$ cat config.mk
export PLATFORM = sky130hd
export DESIGN_NAME = regfile_wb_arbiter
export DESIGN_NICKNAME = d
export VERILOG_FILES = /design/src/rtl/regfile_wb_arbiter.sv
export SDC_FILE = /design/constraint.sdc
export NUM_CORES = 1
export LEC_CHECK = 0
export CAP_MARGIN = 20
export CELL_PAD_IN_SITES_DETAIL_PLACEMENT = 0
export CELL_PAD_IN_SITES_GLOBAL_PLACEMENT = 1
export CORE_UTILIZATION = 37
export DETAILED_ROUTE_END_ITERATION = 16
export PLACE_DENSITY = 0.78
export SLEW_MARGIN = 20
export SYNTH_ARGS = -nofsm -noshare
export SYNTH_HDL_FRONTEND = slang
export SYNTH_SLANG_ARGS = --single-unit
$ cat constraint.sdc
create_clock -name clk -period 2.5 [get_ports clk]
set_input_delay 0.625 -clock clk [delete_from_list [all_inputs] [get_ports clk]]
set_output_delay 0.625 -clock clk [all_outputs]
set_load 0.02 [all_outputs]
$ cat src/rtl/regfile_wb_arbiter.sv
// Register-file write-port arbiter: pipeline writeback has priority over a FIFO-buffered long-latency source.
// Optional macro WB_BYPASS_EN lets a beat skip the FIFO when the arbiter is idle.
module regfile_wb_arbiter #(
  parameter int unsigned DEPTH      = 2,
  parameter int unsigned STARVE_MAX = 4
) (
  input  logic        clk,
  input  logic        rst,
  input  logic        pipe_we,
  input  logic [4:0]  pipe_rd,
  input  logic [31:0] pipe_wd,
  input  logic        ll_valid,
  output logic        ll_ready,
  input  logic [4:0]  ll_rd,
  input  logic [31:0] ll_wd,
  input  logic        iss_alloc,
  input  logic [4:0]  iss_rd,
  input  logic [4:0]  q_a1,
  input  logic [4:0]  q_a2,
  output logic        busy_a1,
  output logic        busy_a2,
  output logic        pipe_stall,
  output logic        WE3,
  output logic [4:0]  A3,
  output logic [31:0] WD3
);

  localparam int unsigned AW = $clog2(DEPTH);

  logic [AW:0]  wptr_q, wptr_d, rptr_q, rptr_d;
  logic [4:0]   mem_rd_q [DEPTH];
  logic [31:0]  mem_wd_q [DEPTH];
  logic [31:0]  busy_q, busy_d;
  logic [3:0]   cnt_q, cnt_d;
  logic         stall_q, stall_d;
  logic         we_q, we_d;
  logic [4:0]   a_q, a_d;
  logic [31:0]  wd_q, wd_d;

  logic full, empty, accept_nz, pipe_eff, pop, push, bypass, ll_wr;

  assign full     = (wptr_q[AW] != rptr_q[AW]) && (wptr_q[AW-1:0] == rptr_q[AW-1:0]);
  assign empty    = (wptr_q == rptr_q);
  assign ll_ready = rst && !full;

  always_comb begin
    accept_nz = ll_valid && ll_ready && (ll_rd != 5'd0);
    pipe_eff  = pipe_we && (pipe_rd != 5'd0);
    pop       = !pipe_eff && !empty;
`ifdef WB_BYPASS_EN
    bypass    = accept_nz && empty && !pipe_eff;
`else
    bypass    = 1'b0;
`endif
    push      = accept_nz && !bypass;
    wptr_d    = wptr_q + (AW+1)'(push);
    rptr_d    = rptr_q + (AW+1)'(pop);

    we_d  = 1'b0;
    a_d   = a_q;
    wd_d  = wd_q;
    ll_wr = 1'b0;
    if (pipe_eff) begin
      we_d = 1'b1;
      a_d  = pipe_rd;
      wd_d = pipe_wd;
    end else if (pop) begin
      we_d  = 1'b1;
      a_d   = mem_rd_q[rptr_q[AW-1:0]];
      wd_d  = mem_wd_q[rptr_q[AW-1:0]];
      ll_wr = 1'b1;
    end else if (bypass) begin
      we_d  = 1'b1;
      a_d   = ll_rd;
      wd_d  = ll_wd;
      ll_wr = 1'b1;
    end

    // Clear first so a same-cycle allocation to the same register wins.
    busy_d = busy_q;
    if (ll_wr) busy_d[a_d] = 1'b0;
    if (iss_alloc && (iss_rd != 5'd0)) busy_d[iss_rd] = 1'b1;

    stall_d = 1'b0;
    cnt_d   = cnt_q;
    if (empty || pop) begin
      cnt_d = '0;
    end else if (cnt_q + 4'd1 == 4'(STARVE_MAX)) begin
      cnt_d   = '0;
      stall_d = 1'b1;
    end else begin
      cnt_d = cnt_q + 4'd1;
    end
  end

  always_ff @(posedge clk) begin
    if (!rst) begin
      wptr_q  <= '0;
      rptr_q  <= '0;
      busy_q  <= '0;
      cnt_q   <= '0;
      stall_q <= 1'b0;
      we_q    <= 1'b0;
      a_q     <= '0;
      wd_q    <= '0;
    end else begin
      wptr_q  <= wptr_d;
      rptr_q  <= rptr_d;
      busy_q  <= busy_d;
      cnt_q   <= cnt_d;
      stall_q <= stall_d;
      we_q    <= we_d;
      a_q     <= a_d;
      wd_q    <= wd_d;
    end
  end

  always_ff @(posedge clk) begin
    if (push) begin
      mem_rd_q[wptr_q[AW-1:0]] <= ll_rd;
      mem_wd_q[wptr_q[AW-1:0]] <= ll_wd;
    end
  end

  assign busy_a1    = (q_a1 != 5'd0) && busy_q[q_a1];
  assign busy_a2    = (q_a2 != 5'd0) && busy_q[q_a2];
  assign pipe_stall = stall_q;
  assign WE3        = we_q;
  assign A3         = a_q;
  assign WD3        = wd_q;

endmodule

==> summary.txt <==
Outcome
  – Status: finished with violations
  – Failing checks: setup timing

STA
  – Fin crit share: 1.09
  – Final-report hold violation count: 0
  – Peak Freq: 0.366 GHz
  – Unrepaired setup endpoints after global routing: yes
  – Relative slew slack: 0.500
  – Worst Tran Pin Value: 0.751 ns
  – Final Setup Violations: 2
  – Crit path time final: 2.74 ns
  – Clk_skew: 0.0124 ns
  – Setup WS post-layout: -0.235 ns
  – Slew Limit Fails: 0

Worst setup path
  – Reg-to-reg startpoint: wptr_q[0]
  – CP bufs+invs: 2
  – Slowest stage delay, CP: 0.50 ns
  – Crit. End Element: output pin
  – Setup crit start: q_a1[2]
  – Critical path's most frequent cell: mux4_2
  – Critical path arrival: 2.11 ns
  – Crit path cell chain: buf_2 -> mux4_2 -> mux4_2 -> mux2_4 -> buf_6
  – Critical Path Stages: 5
  – CP required: 1.88 ns
  – Crit path capture: busy_a1
  – Delay-heaviest family, CP: multiplexers
  – FF-to-FF setup slack: 0.38 ns
  – Reg2Reg Depth: 5
  – Crit Path Max Fanout: 2
  – Crit path kind: in2out
  – FF-to-FF End: busy_q[6]
  – Slowest-stage cell, CP: mux4_2
  – Startpoint class of the critical path: primary input

Final layout
  – Area delta synth->final: 33.4%
  – Ant diodes: 0
  – Most frequent cells in the layout: clkdlybuf4s50_1, edfxtp_1, dfxtp_1
  – Ratio of cells with drive above 1 in the final layout: 0.146
  – Multi-input logic area: 3000 um2
  – Nets: 877
  – FILL cells: 1654
  – Fin area: 9410 um2
  – Most common cell after layout, fill and taps aside: clkdlybuf4s50_1
  – Register area: 3810 um2

GRT
  – GR Util All Layers: 0.200
  – Initial antenna violation count: 0
  – First-pass GRT wire length: 30200 um
  – Vias in the first global route: 5636
  – Largest net degree at the start of global routing: 77
  – Total grt overflow: 0

Clock network
  – Worst-Skew Late Latency: 0.42 ns
  – Clk slew on worst S/H paths: 0.06 ns
  – Root Buffer: clkbuf_16
  – Clock tree buffer depth: 2
  – H-tree depth: 4
  – CTS tree: done
  – Clock sink total: 153
  – Total CTS buffers: 17

Power and ir drop
  – Peak supply drop: 0.471 mV
  – Sw Pwr: 2.02 mW
  – Comb power frac: 0.233
  – LEAKAGE: 3.26 nW
  – Pint: 4.97 mW
  – Sw Ratio: 0.289
  – PD cells: 743 nW/um2
  – Flop pwr share: 0.416
  – Clock power share: 0.351

Yosys
  – Syn Area/Cell: 11.2 um2
  – Cell Area, Synth: 7050 um2
  – Seq cells post-synth: 153
  – Yosys cell types: 52
  – Ys flop type: dfxtp_1
  – YS warnings: 0
  – FFs w/ async S/R, synth: 0
  – Seq/Total Area, Yosys: 0.539
  – Post-Syn Instances: 631
  – Synthesized Nets: 729
  – Post-synth EDFFs: 74

Floorplan
  – Die area: 19600 um2
  – Core area: 18700 um2
  – # IOs: 136
  – Die Wd: 140 um
  – Die H: 140 um
  – Initial Util: 0.377
  – # rows: 50

Drt
  – WL/cell: 18.7 um
  – Met1 wire length: 7980 um
  – Avg Vias per Cell: 5.51
  – DRT Pass-1 Iters: 5
  – Met3 wire length: 1110 um
  – Overall routed net length: 19200 um
  – Max layer used: met4
  – Via count: 5655
  – Post-route ant nets: 0
  – Post-route DRC: 0
  – Initial DRC Count: 554
  – Routed length on met2: 9670 um

Placed design
  – HPWL Detailed: 13600 um
  – # port buffers: 135
  – Placed Area: 8830 um2
  – RePlAce Congestion: 0.872
  – Setup WS pre-CTS: -1.14 ns

Job
  – Max Cap Violations: 0

Min path
  – HP Class: reg2reg
  – Hold_sp: cnt_q[0]
==> per-stage QoR <==
stage                     instances  total power [mW]  TNS [ns]  hold slack (ns)  utilization
after detailed placement        995              4.58     -9.67            0.449        0.472
after global placement          995              4.55     -8.83            0.427        0.472
after CTS                      1028              7.03    -0.603            0.463        0.503
final                          1026              6.99    -0.458            0.455        0.503
after floorplan                 631              3.89    -0.164            0.418            -
after global routing           1026              7.28    -0.535            0.498        0.503
==> flip-flops by register name (all words and copies together) (netlist names), named ones only <==
name        flops
mem_wd_q       64
pipe_stall      1
wptr_q          2
mem_rd_q       10
cnt_q           4
busy_q         31
A3              5
WD3            32
WE3             1
rptr_q          2
==> area by class of cell <==
class | instances | share of cell area
clock inverters | 11 | 0.00998
well taps | 234 | 0.0311
repair buffers | 179 | 0.184
multi-input cells | 425 | 0.318
inverters | 3 | 0.00120
flip-flops and latches | 153 | 0.405
clock buffers | 21 | 0.0502
==> per-layer routing <==
metal	track usage	up-vias
met5	0	-
met2	0.344	189
met1	0.244	2757
met4	0.0781	0
li1	-	2673
met3	0.0462	36
==> how the worst min path moves through the flow <==
| stage | cells after the start | to | slack (ns) |
|---|---|---|---|
| final | 1 | cnt_q[0] | 0.46 |
| after CTS | 1 | cnt_q[0] | 0.46 |
| after global placement | 1 | cnt_q[0] | 0.43 |
| after detailed placement | 1 | cnt_q[0] | 0.45 |
| after floorplan | 1 | cnt_q[0] | 0.42 |
| after global routing | 1 | cnt_q[0] | 0.50 |
==> Yosys cell counts (2+ instances only) <==
cell type  count  area, um2
nand4bb_1      3       33.8
nand2b_1       3       18.8
o21ai_1        2       10.0
buf_6          6       67.6
ha_1           4       50.1
buf_2          7       35.0
inv_1          3       11.3
nand2_1       54        203
edfxtp_1      74       2220
nor4_1        22        138
clkbuf_1      32        120
nor2b_1        4       25.0
o21ai_0       65        325
nand3_1        2       10.0
mux4_2        10        225
a32oi_1        2       17.5
a31oi_1       10       62.6
o21a_1         2       15.0
dfxtp_1       79       1580
nor4bb_1       2       20.0
nor3_1         9       45.0
a21oi_1       28        140
and2_1         5       31.3
xnor2_1        3       26.3
mux2i_1       46        460
xor2_1         5       43.8
buf_4          4       30.0
nand4_1        2       12.5
a21boi_1       7       52.6
nor3_2         2       20.0
mux4_1         6        158
nand4b_1       3       26.3
a21boi_0      30        225
mux2_2         3       33.8
o211ai_1      35        263
nor2_1        41        154
==> power by group through the flow <==
stage	clock network, mW	logic (mW)	registers, mW
floorplan	0	0.861	3.03
global placement	0	1.60	2.95
detailed placement	0	1.62	2.96
CTS	2.49	1.63	2.91
global route	2.60	1.76	2.92
finish	2.46	1.63	2.91
==> cells by family (layout without fill, tap and decap cells) <==
group                      after synthesis  count (layout)  share of synthesized area
AOI/OAI and AO/OA                      188             188                      0.167
and+or+nand+nor                        159             159                      0.112
DFF                                    153             153                      0.539
muxes                                   66              66                      0.127
buffers and inverters                   53             214                     0.0380
xor gates and xnor gates                 8               8                    0.00994
adders and majority gates                4               4                    0.00710
==> repair_timing <==
action                     4_1_cts  5_1_grt
hold buffers                     0        0
pin swaps                        0        0
resized for setup               34        8
setup endpoints to repair        3        2
buffers inserted                 1        0
==> worst register-to-register path: stages, from the launching register on <==
cell      delay [ns]
dfxtp_1         0.45
xor2_2          0.22
buf_4           0.38
o211ai_1        0.25
a21oi_1         0.51
a31oi_1         0.16
(Power assumes the default switching activity.)
